$ cat src/rtl/vga_scanout.sv
// Framebuffer scan-out: generates 640x480@60 VGA timing at a 25 MHz pixel rate from the
// 50 MHz clock, fetches each 160x120 framebuffer word and draws it as a 4x4 block.
module vga_scanout #(
  parameter int unsigned H_VISIBLE   = 640,
  parameter int unsigned H_FRONT     = 16,
  parameter int unsigned H_SYNC      = 96,
  parameter int unsigned H_BACK      = 48,
  parameter int unsigned V_VISIBLE   = 480,
  parameter int unsigned V_FRONT     = 10,
  parameter int unsigned V_SYNC      = 2,
  parameter int unsigned V_BACK      = 33,
  parameter int unsigned FB_WIDTH    = 160,
  parameter int unsigned SCALE_SHIFT = 2
) (
  input  logic        clk,
  input  logic        resetn,
  output logic [14:0] rd_addr,
  input  logic [2:0]  rd_data,
  output logic        VGA_CLK,
  output logic        VGA_HS,
  output logic        VGA_VS,
  output logic        VGA_BLANK_N,
  output logic        VGA_SYNC_N,
  output logic [9:0]  VGA_R,
  output logic [9:0]  VGA_G,
  output logic [9:0]  VGA_B,
  output logic        frame_start
);

  localparam logic [9:0] H_ACT_END = 10'(H_VISIBLE);
  localparam logic [9:0] HS_START  = 10'(H_VISIBLE + H_FRONT);
  localparam logic [9:0] HS_END    = 10'(H_VISIBLE + H_FRONT + H_SYNC);
  localparam logic [9:0] H_LAST    = 10'(H_VISIBLE + H_FRONT + H_SYNC + H_BACK - 1);
  localparam logic [9:0] V_ACT_END = 10'(V_VISIBLE);
  localparam logic [9:0] VS_START  = 10'(V_VISIBLE + V_FRONT);
  localparam logic [9:0] VS_END    = 10'(V_VISIBLE + V_FRONT + V_SYNC);
  localparam logic [9:0] V_LAST    = 10'(V_VISIBLE + V_FRONT + V_SYNC + V_BACK - 1);

  logic        pix_en_q, vga_clk_q;
  logic [9:0]  h_cnt_q, v_cnt_q, h_cnt_d, v_cnt_d;
  logic [14:0] rd_addr_q, rd_addr_d;
  logic        active1_q, hs1_q, vs1_q, first1_q;
  logic        blank_n_q, hs_q, vs_q, frame_start_q;
  logic [9:0]  r_q, g_q, b_q;
  logic        active0, hs0, vs0, first0;
  logic [9:0]  fb_x, fb_y;
  logic [9:0]  chan_d [3];

  always_comb begin
    h_cnt_d = (h_cnt_q == H_LAST) ? 10'd0 : h_cnt_q + 10'd1;
    v_cnt_d = v_cnt_q;
    if (h_cnt_q == H_LAST) begin
      v_cnt_d = (v_cnt_q == V_LAST) ? 10'd0 : v_cnt_q + 10'd1;
    end
    active0 = (h_cnt_q < H_ACT_END) && (v_cnt_q < V_ACT_END);
    hs0     = !((h_cnt_q >= HS_START) && (h_cnt_q < HS_END));
    vs0     = !((v_cnt_q >= VS_START) && (v_cnt_q < VS_END));
    first0  = (h_cnt_q == 10'd0) && (v_cnt_q == 10'd0);
    fb_x    = h_cnt_q >> SCALE_SHIFT;
    fb_y    = v_cnt_q >> SCALE_SHIFT;
    // Address only follows the beam while visible; blanking reads are don't-care.
    rd_addr_d = rd_addr_q;
    if (active0) begin
      rd_addr_d = 15'(fb_y) * 15'(FB_WIDTH) + 15'(fb_x);
    end
  end

  // Each colour bit drives its whole 10-bit DAC channel; index 0/1/2 = R/G/B.
  generate
    for (genvar gi = 0; gi < 3; gi++) begin : g_chan
      assign chan_d[gi] = active1_q ? {10{rd_data[2-gi]}} : 10'd0;
    end
  endgenerate

  always_ff @(posedge clk or negedge resetn) begin
    if (!resetn) begin
      pix_en_q      <= 1'b0;
      vga_clk_q     <= 1'b0;
      h_cnt_q       <= '0;
      v_cnt_q       <= '0;
      rd_addr_q     <= '0;
      active1_q     <= 1'b0;
      hs1_q         <= 1'b1;
      vs1_q         <= 1'b1;
      first1_q      <= 1'b0;
      blank_n_q     <= 1'b0;
      hs_q          <= 1'b1;
      vs_q          <= 1'b1;
      r_q           <= '0;
      g_q           <= '0;
      b_q           <= '0;
      frame_start_q <= 1'b0;
    end else begin
      pix_en_q      <= ~pix_en_q;
      vga_clk_q     <= ~pix_en_q;
      frame_start_q <= 1'b0;
      if (pix_en_q) begin
        h_cnt_q       <= h_cnt_d;
        v_cnt_q       <= v_cnt_d;
        rd_addr_q     <= rd_addr_d;
        active1_q     <= active0;
        hs1_q         <= hs0;
        vs1_q         <= vs0;
        first1_q      <= first0;
        r_q           <= chan_d[0];
        g_q           <= chan_d[1];
        b_q           <= chan_d[2];
        blank_n_q     <= active1_q;
        hs_q          <= hs1_q;
        vs_q          <= vs1_q;
        frame_start_q <= first1_q;
      end
    end
  end

  assign rd_addr     = rd_addr_q;
  assign VGA_CLK     = vga_clk_q;
  assign VGA_HS      = hs_q;
  assign VGA_VS      = vs_q;
  assign VGA_BLANK_N = blank_n_q;
  assign VGA_SYNC_N  = 1'b0;
  assign VGA_R       = r_q;
  assign VGA_G       = g_q;
  assign VGA_B       = b_q;
  assign frame_start = frame_start_q;

endmodule

$ cat config.mk
export PLATFORM = sky130hd
export DESIGN_NAME = vga_scanout
export DESIGN_NICKNAME = d
export VERILOG_FILES = /design/src/rtl/vga_scanout.sv
export SDC_FILE = /design/constraint.sdc
export NUM_CORES = 1
export LEC_CHECK = 0
export BUFFER_PORTS_ARGS = -buffer_cell sky130_fd_sc_hd__buf_4
export CAP_MARGIN = 10
export CORE_MARGIN = 2
export CORE_UTILIZATION = 52
export CTS_BUF_LIST = sky130_fd_sc_hd__clkbuf_8
export DETAILED_ROUTE_END_ITERATION = 6
export GPL_TIMING_DRIVEN = 0
export PLACE_DENSITY_LB_ADDON = 0.25
export SETUP_SLACK_MARGIN = 0.3
export SYNTH_ARGS = -nofsm -noshare
export SYNTH_HDL_FRONTEND = slang
export SYNTH_SLANG_ARGS = --single-unit
export TNS_END_PERCENT = 20
$ cat constraint.sdc
create_clock -name clk -period 2.8 [get_ports clk]
set_input_delay 0.42 -clock clk [delete_from_list [all_inputs] [get_ports clk]]
set_output_delay 0.42 -clock clk [all_outputs]
set_load 0.02 [all_outputs]
==> impl_metrics.csv <==
group,metric,value,unit
logic_synthesis,synth.avg_cell_area,9.57,um2
logic_synthesis,yosys.area.top_type,"dfrtp_1",
clocking,clk_pin_slew,90,ps
placement,place_area,3410,um2
clocking,cts_max_path_buffers,2,
logic_synthesis,synthCells,299,
routing,vias_per_cell,5.26,
power,power.total,1.32,mW
floorplanning,core_area,5410,um2
floorplanning,start_util,52.9,%
critical_path,worstPathArrival,2890,ps
floorplanning,dieWidth,78.2,um
sta,rsz0062_at_grt,"yes",
cells_and_area,nets,397,
logic_synthesis,synth_edf_count,0,
power,powerDensity,363,nW/um2
routing,postRouteAntennaNets,0,
clocking,clock_latency,300,ps
job,maxCapViolCount,0,
clocking,root_buffer,"clkbuf_8",
critical_path,cp_slowest_cell,"or4b_4",
critical_path,r2r_cells,8,
routing,drt_iter0_drc,172,
logic_synthesis,yosys_warnings,0,
placement,port_buffers,54,
logic_synthesis,synth-simple-area-share,19.7,%
sta,finalHoldViolCount,0,
global_route,grt_pass1_vias,2252,
logic_synthesis,ys_ff_latch,47,
floorplanning,num_rows,27,
sta,drv_slew,0,
sta,period_needed,2660,ps
clocking,clock-sinks,47,
clocking,cts_made_buffers,5,
cells_and_area,fin_util,67.2,%
cells_and_area,final_common_cell,"buf_4",
logic_synthesis,synth-compound-area-share,12.2,%
hold_path,hold_path_class,"in2async",
logic_synthesis,synth_fa_ha_area_share,9.71,%
global_route,antenna_found_initial,0,
routing,drc,0,
cells_and_area,drive_above_1_share,36.0,%
cells_and_area,final_cell_mix,"93 x buf_4, 38 x dfrtp_1, 37 x nand2_1, 21 x o21ai_0, 15 x nor2_1",
sta,min_period_over_period,95.0,%
global_route,grt_max_degree,48,
placement,dpl.hpwl,4390,um
cells_and_area,design_area,3630,um2
power,p_leak,1.73,nW
logic_synthesis,synth_nets,325,
logic_synthesis,yosysTopAreaCellShare,37.6,%
critical_path,worst-path-stages,8,
logic_synthesis,synth_area_leaders,"dfrtp_1 38%, ha_1 8.3%, buf_4 7.3%, nand2_1 5.0%, dfstp_2 3.7%",
routing,wl,6220,um
cells_and_area,num_antenna_cells,0,
logic_synthesis,synth_area,2860,um2
critical_path,start_kind,"flip-flop",
floorplanning,die_area,6110,um2
sta,setup_viol,0,
cells_and_area,area_growth,27.0,%
routing,num_vias,2335,
logic_synthesis,async_flop_share,100,%
clocking,cts_tree,"built",
logic_synthesis,yosys-mux-area-fraction,1.57,%
sta,fmaxAchievable,376,MHz
global_route,track_usage,21.6,%
sta,worst_slew_pin_slew,881,ps
logic_synthesis,synth_ff_type,"dfrtp_1",
global_route,gr-total-overflow,0,
critical_path,cpLargestDelayFamily,"simple AND/OR/NAND/NOR gates",
routing,wire_per_inst,14.0,um
outcome,outcome,"finished, final reports clean",
critical_path,crit_buf_inv,0,
clocking,cts_max_level,2,
global_route,grt_pass1_wl,10600,um
critical_path,crit_required,3020,ps
critical_path,crit_chain,"ha_4 > ha_4 > fa_2 > xor2_2 > nand2_2 > or4b_4 > or4_1 > a31oi_1",
floorplanning,io_pins,56,
sta,finalSetupTns,0,ps
power,vdd_drop_max,0.268,mV
critical_path,cp-end-kind,"flip-flop",
logic_synthesis,synth_top_family_by_area,"simple AND/OR/NAND/NOR gates",
critical_path,worstSetupPathType,"reg2reg",
critical_path,slowest_delay,520,ps
placement,gp_congestion,0.825,
critical_path,r2r_slack,140,ps
critical_path,crit_top_cell,"ha_4",
routing,drtPass1Iterations,4,
logic_synthesis,synth_xor_area_share,5.20,%
sta,fin_worst_skew,5.43,ps
logic_synthesis,seq_area_frac_synth,41.3,%
critical_path,crit_fanout,3,
sta,relSlewSlack,40.8,%
logic_synthesis,synth_cell_types,53,
floorplanning,fp.dieH,78.2,um
[layout make-up]
cell class	instances	area, um2
multi-input cells	202	1460
clock buffers	6	82.6
well taps	72	90.1
repair buffers	65	488
inverters	14	52.6
plain buffers	36	243
fillers	446	1770
clock inverters	2	35.0
flip-flops and latches	47	1190
[what timing repair did]
action	CTS	global route
hold buffers	0	0
resized for setup	5	3
buffers inserted	11	0
pin swaps	6	1
endpoints found under the setup margin	4	5
[cells by family (layout without fill, tap and decap cells)]
group	count (synthesis)	count (layout)
fa+ha+maj	21	21
buf+inv	50	123
mux	4	4
compound gates	52	52
other cells	1	1
xor+xnor	17	17
flops	47	47
simple gates	107	107
[sequential cells by signal (all words and copies together) (netlist names)]
signal	cells
VGA_G	1
hs1_q	1
vs1_q	1
VGA_B	1
VGA_BLANK_N	1
rd_addr	15
VGA_CLK	1
VGA_VS	1
v_cnt_q	10
frame_start	1
h_cnt_q	10
first1_q	1
active1_q	1
VGA_R	1
VGA_HS	1
[synth_stat cells (3+ instances only)]
cell and instances:
and3_1 6, nor4_1 4, or4_1 3, a31oi_1 5, xor2_1 7, xnor2_1 10
nor2_1 15, nand3_1 5, o31ai_1 4, dfstp_2 4, inv_1 14, nand2_1 38
and2_1 3, dfrtp_1 43, nand4_1 7, mux2_2 4, buf_4 28, nor3_1 5
ha_1 19, clkbuf_1 6, o21ai_0 21, a21oi_1 6, or3_1 3
[path summary, 6_finish.rpt]
path,startpoint,end
min in group clk,rd_data[1],VGA_G[8]
max reg2reg,v_cnt_q[3],rd_addr[14]
max,v_cnt_q[3],rd_addr[14]
min,resetn,h_cnt_q[9]
max in group asynchronous,resetn,v_cnt_q[6]
min reg2reg,rd_addr[12],rd_addr[12]
[report_power, final]
part	switching [mW]	leakage (nW)	internal [mW]
clock network	0.232	0.0612	0.289
registers	0.00618	0.594	0.680
logic	0.0578	1.08	0.0556
total	0.296	1.73	1.03
[stage by stage]
stage / setup slack [ps] / cells / hold WS (ps)
2_1_floorplan: 156 / 299 / 124
3_3_place_gp: 86.7 / 425 / 462
6_report: 139 / 444 / 116
3_5_place_dp: 28.5 / 425 / 466
5_1_grt: 51.9 / 444 / 156
4_1_cts: 127 / 444 / 135
[metal layers]
layer  vias to the layer above  track usage (%)  share of wire, %
li1                       1163                -                 -
met1                      1093             28.4                44
met2                        69             36.2                49
met3                        10             4.37               4.9
met4                         0             6.32               1.6
met5                         -                0                 0
Note: power is estimated with default switching activity, not from simulation.
